[src/rtl/combine_iq_stream.sv]
// -----------------------------------------------------------------------------
// combine_iq_stream
//
// Transmit-side IQ join. Two independent AXI-Stream sample channels (I and Q)
// each go through a small FIFO. When both FIFOs hold a sample and the output
// register is free or being drained, one sample is popped from each. Each
// sample is left-shifted by MSB_EXTEND_BITS, saturated to O_WIDTH/2 bits, and
// the pair is packed as {I_ext, Q_ext} into a registered output.
//
// Ports
//   clk         in   1          system clock, rising edge
//   rst_n       in   1          asynchronous active-low reset
//   I_tdata     in   I_WIDTH    signed I sample
//   I_tvalid    in   1          I sample valid
//   I_tready    out  1          I FIFO can accept
//   Q_tdata     in   I_WIDTH    signed Q sample
//   Q_tvalid    in   1          Q sample valid
//   Q_tready    out  1          Q FIFO can accept
//   IQ_tdata    out  O_WIDTH    packed {I_ext, Q_ext}, I in the upper half
//   IQ_tvalid   out  1          packed sample valid
//   IQ_tready   in   1          downstream accepts
//   sat_flag    out  1          sticky: a saturated sample was loaded
//   sat_clr     in   1          synchronous clear of sat_flag (set wins)
// -----------------------------------------------------------------------------
module combine_iq_stream #(
    parameter int I_WIDTH         = 16,
    parameter int O_WIDTH         = 48,
    parameter int MSB_EXTEND_BITS = 4,
    parameter int FIFO_DEPTH      = 4
) (
    input  logic                 clk,
    input  logic                 rst_n,
    input  logic [I_WIDTH-1:0]   I_tdata,
    input  logic                 I_tvalid,
    output logic                 I_tready,
    input  logic [I_WIDTH-1:0]   Q_tdata,
    input  logic                 Q_tvalid,
    output logic                 Q_tready,
    output logic [O_WIDTH-1:0]   IQ_tdata,
    output logic                 IQ_tvalid,
    input  logic                 IQ_tready,
    output logic                 sat_flag,
    input  logic                 sat_clr
);

    // Width of one packed half and of the intermediate shifted value.
    localparam int H     = O_WIDTH / 2;
    localparam int XW    = H + MSB_EXTEND_BITS;
    localparam int PTR_W = $clog2(FIFO_DEPTH);

    // Channel index 1 = I (upper half), 0 = Q (lower half).
    logic [1:0][I_WIDTH-1:0] ch_tdata;
    logic [1:0]              ch_tvalid;
    logic [1:0]              ch_tready;
    logic [1:0]              ch_empty;
    logic [1:0]              ch_sat;
    logic [1:0][H-1:0]       ch_ext;

    logic                    pop;

    // Holds tready low while in reset and for nothing else; goes high on the
    // first clock edge after rst_n is released.
    logic                    ready_en_q, ready_en_d;

    logic                    out_valid_q, out_valid_d;
    logic [O_WIDTH-1:0]      out_data_q, out_data_d;
    logic                    sat_flag_q, sat_flag_d;

    assign ch_tdata[1]  = I_tdata;
    assign ch_tdata[0]  = Q_tdata;
    assign ch_tvalid[1] = I_tvalid;
    assign ch_tvalid[0] = Q_tvalid;
    assign I_tready     = ch_tready[1];
    assign Q_tready     = ch_tready[0];

    // Pairing: both channels must have data, and the output register must be
    // empty or emptying this cycle. One channel is never popped alone.
    assign pop = !ch_empty[1] && !ch_empty[0] && (!out_valid_q || IQ_tready);

    // -------------------------------------------------------------------------
    // Per-channel FIFO + shift/saturate
    // -------------------------------------------------------------------------
    genvar gi;
    generate
        for (gi = 0; gi < 2; gi++) begin : g_ch
            // Pointers carry one extra wrap bit so full and empty are
            // distinguishable without a separate counter.
            logic [PTR_W:0]             wr_ptr_q, wr_ptr_d;
            logic [PTR_W:0]             rd_ptr_q, rd_ptr_d;
            logic [I_WIDTH-1:0]         mem [FIFO_DEPTH];
            logic                       full;
            logic                       push;
            logic signed [I_WIDTH-1:0]  head;
            logic signed [XW-1:0]       shifted;
            logic [XW-H:0]              top_bits;
            logic                       overflow;
            logic [H-1:0]               sat_value;

            assign full = (wr_ptr_q[PTR_W] != rd_ptr_q[PTR_W]) &&
                          (wr_ptr_q[PTR_W-1:0] == rd_ptr_q[PTR_W-1:0]);
            assign ch_empty[gi]  = (wr_ptr_q == rd_ptr_q);
            assign ch_tready[gi] = ready_en_q && !full;
            assign push          = ch_tvalid[gi] && ch_tready[gi];

            always_comb begin
                wr_ptr_d = wr_ptr_q + (PTR_W+1)'(push);
                rd_ptr_d = rd_ptr_q + (PTR_W+1)'(pop);
            end

            always_ff @(posedge clk or negedge rst_n) begin
                if (!rst_n) begin
                    wr_ptr_q <= '0;
                    rd_ptr_q <= '0;
                end else begin
                    wr_ptr_q <= wr_ptr_d;
                    rd_ptr_q <= rd_ptr_d;
                end
            end

            // Storage is not reset; the pointers alone define what is valid.
            always_ff @(posedge clk) begin
                if (push) begin
                    mem[wr_ptr_q[PTR_W-1:0]] <= ch_tdata[gi];
                end
            end

            // Head-of-FIFO is read combinationally so a pair can be popped the
            // cycle after it was written (two-cycle input-to-output latency).
            assign head = mem[rd_ptr_q[PTR_W-1:0]];

            // Sign-extend to H+MSB_EXTEND_BITS before shifting so no bits are
            // lost; the result fits in H bits only if every bit from the top
            // down to bit H-1 agrees with the sign.
            assign shifted  = XW'(head) <<< MSB_EXTEND_BITS;
            assign top_bits = shifted[XW-1:H-1];
            assign overflow = !((&top_bits) || !(|top_bits));

            assign sat_value = shifted[XW-1] ? {1'b1, {(H-1){1'b0}}}
                                             : {1'b0, {(H-1){1'b1}}};

            assign ch_sat[gi] = overflow;
            assign ch_ext[gi] = overflow ? sat_value : shifted[H-1:0];
        end
    endgenerate

    // -------------------------------------------------------------------------
    // Output register and sticky saturation flag
    // -------------------------------------------------------------------------
    always_comb begin
        ready_en_d  = 1'b1;
        out_valid_d = out_valid_q;
        out_data_d  = out_data_q;
        sat_flag_d  = sat_flag_q && !sat_clr;

        if (pop) begin
            out_valid_d = 1'b1;
            out_data_d  = {ch_ext[1], ch_ext[0]};
            // A new saturation overrides a simultaneous clear.
            if (|ch_sat) begin
                sat_flag_d = 1'b1;
            end
        end else if (IQ_tready) begin
            out_valid_d = 1'b0;
        end
    end

    always_ff @(posedge clk or negedge rst_n) begin
        if (!rst_n) begin
            ready_en_q  <= 1'b0;
            out_valid_q <= 1'b0;
            out_data_q  <= '0;
            sat_flag_q  <= 1'b0;
        end else begin
            ready_en_q  <= ready_en_d;
            out_valid_q <= out_valid_d;
            out_data_q  <= out_data_d;
            sat_flag_q  <= sat_flag_d;
        end
    end

    assign IQ_tvalid = out_valid_q;
    assign IQ_tdata  = out_data_q;
    assign sat_flag  = sat_flag_q;

endmodule
[config.mk]
export PLATFORM = sky130hd
export DESIGN_NAME = combine_iq_stream
export DESIGN_NICKNAME = d
export VERILOG_FILES = /design/src/rtl/combine_iq_stream.sv
export SDC_FILE = /design/constraint.sdc
export NUM_CORES = 1
export LEC_CHECK = 0
export BUFFER_PORTS_ARGS = -buffer_cell sky130_fd_sc_hd__buf_4
export CELL_PAD_IN_SITES_DETAIL_PLACEMENT = 1
export CELL_PAD_IN_SITES_GLOBAL_PLACEMENT = 2
export CORE_MARGIN = 2
export CORE_UTILIZATION = 46
export CTS_BUF_LIST = sky130_fd_sc_hd__clkbuf_8
export DETAILED_ROUTE_END_ITERATION = 10
export GPL_TIMING_DRIVEN = 1
export HOLD_SLACK_MARGIN = 0.1
export PLACE_DENSITY_LB_ADDON = 0.1
export SLEW_MARGIN = 20
export SYNTH_ARGS = -nofsm -noshare
export SYNTH_HDL_FRONTEND = slang
export SYNTH_SLANG_ARGS = --single-unit
export TNS_END_PERCENT = 50
[constraint.sdc]
create_clock -name clk -period 3.7 [get_ports clk]
set_clock_uncertainty 0.15 [all_clocks]
set_input_delay 0.555 -clock clk [delete_from_list [all_inputs] [get_ports clk]]
set_output_delay 0.555 -clock clk [all_outputs]
set_load 0.005 [all_outputs]
==> reports/results.ini <==
[clock_tree]
post_cts_resized=0
cts_inserted_buffers=17
cts.sinks=175
clk_pin_slew_ns=0.09
cts_max_level=4
cts_tree=built
cts_buffer_depth=2
insertion_delay_ns=0.44
cts-root-buf=clkbuf_8

[global_route]
grt_pass1_vias=3480
grt_max_degree=48
grt_usage_pct=16.5
grt_antenna_before_repair=0
grt_pass1_wl_mm=19.4
overflow=0

[setup_path]
cp-start-kind=flop
worst-setup-path-type=reg2reg
crit_required_ns=3.88
critical_path_arrival_ns=2.73
startpoint=g_ch[1].wr_ptr_q[1]
cp-end-kind=flop
rr_startpoint=g_ch[1].wr_ptr_q[1]
crit_fanout=22

[pwr]
ir_drop_mv=0.341
p_per_area_nw_per_um2=804
p_leak_nw=3.02
finalPower_mw=6.34

[floorplan]
die_h_um=126
fp-row-count=44
core-area_sq_um=14500
io_pins=90
initial_core_util_pct=47.0
die-area_sq_um=15800
die_w_um=126

[timing]
holdWs_ns=0.158
period_share_pct=68.9
max_freq_mhz=392
setup_ws_ns=1.15
max-slew-margin-rel_pct=39.1
layout_min_cycle_time_ns=2.55
finalMaxSlewViolations=0
tightest_slew_ns=0.914
finalSetupTns_ns=0
setup_viol=0
rsz0062_at_grt=false
finalHoldViolations=0

[yosys]
synth_seq_area_share_pct=73.8
synthTopCellsByCount=128 x edfxtp_1, 47 x dfrtp_1, 30 x mux4_2
synth_seq_cells=175
yosys_warnings=0
synth-edff-count=128
async_flop_share_pct=26.9
syn_area_sq_um=6800
yosys.area.top_type_share_pct=56.5
synth_most_common_cell=edfxtp_1
syn_area_per_cell_sq_um=21.9
yosys-top-cells-area=edfxtp_1 57%, dfrtp_1 17%, mux4_2 9.9%
synth_cell_types=24
synth_flop_cell=edfxtp_1
yosysTopAreaCell=edfxtp_1
synth_cells=310

[placed_design]
place_inst=561
gp_congestion=0.711
pre_cts_ws_ns=1.10
hpwl_mm=7.66
io_buffers=81
placed_cell_area_sq_um=7480

[min_path]
hp-start=Q_tdata[2]
hp-class=in2reg

[cells_and_area]
fin_nets=444
fin_cells=595
final_core_util_pct=54.5
num_antenna_cells=0
drive_above_1_share_pct=44.3
fin_area_sq_um=7890
synthToLayoutAreaGrowth_pct=16.0

[route]
drt_iter0_drc=200
viasPerCell=5.15
ant_nets=0
drt-total-wl_mm=12.1
vias=3066
drc_errors=0
drt-pass1-iter-count=4
routedWlPerCell_um=20.3

[run_status]
status=finished clean

[flow_run]
drv_cap=0

sequential cells by signal, summed over array words and instances (netlist names):
register	count
g_ch.rd_ptr_q	6
ready_en_q	1
sat_flag	1
IQ_tdata	32
IQ_tvalid	1
g_ch.wr_ptr_q	6
g_ch.mem	128
layout make-up:
type                            count  area, sq um
Fill cell                        1286         6590
Sequential cell                   175         5020
Multi-Input combinational cell    114         1570
Timing Repair Buffer               90          681
Clock buffer                       19          262
Tap cell                          184          230
Clock inverter                     13          124
path summary, 6_finish.rpt:
check	cells past startpoint	end	slack, ns
max reg2reg	5	IQ_tdata[6]	1.15
min	1	g_ch[0].mem[3][2]	0.16
max in group asynchronous	2	g_ch[1].wr_ptr_q[2]	2.42
min in group asynchronous	2	IQ_tdata[10]	0.54
max	5	IQ_tdata[6]	1.15
min reg2reg	1	g_ch[0].wr_ptr_q[2]	0.34
per-layer routing:
layer	wire length, um	vias to the layer above	GRT usage [%]
li1	-	1366	-
met1	5410	1610	22.3
met2	6000	76	26.4
met3	488	14	3.85
met4	200	0	6.08
met5	0	-	0
timing repair:
action / CTS / global route
endpoints found under the hold margin: 48 / 0
hold buffers: 2 / 0
buffers inserted: 0 / 0
worst max-delay path: stages (launching register included):
cell	delay [ns]
dfrtp_1	0.47
xor2_1	0.21
or3_1	0.15
and3_2	0.71
buf_4	0.38
mux2_2	0.36
power by group:
group          switching [mW]  internal, mW  total (mW)  leakage, nW
sequential              0.241          2.57        2.81         1.71
combinational           0.923          1.33        2.26         1.12
clock                   0.646         0.624        1.27        0.193
kinds of logic after synthesis:
| group | synth area share (%) |
|---|---|
| flip-flops | 73.8 |
| multiplexers | 17.6 |
| buffers and inverters | 3.64 |
| AND/OR/NAND/NOR | 1.71 |
| XOR/XNOR | 1.29 |
| adder cells (fa/ha/maj) | 1.47 |
| AO/OA/AOI/OAI | 0.368 |
| other | 0.110 |
placed cells by master, fill, tap and decap left out, types with 4 or more instances in the layout:
cell / instances
ha_1: 8
clkbuf_8: 19
mux2_4: 29
clkinvlp_4: 5
xor2_1: 10
nand2_1: 4
buf_4: 88
mux4_2: 30
conb_1: 9
and3b_1: 4
dfrtp_1: 47
edfxtp_1: 128
(Power assumes the default switching activity.)
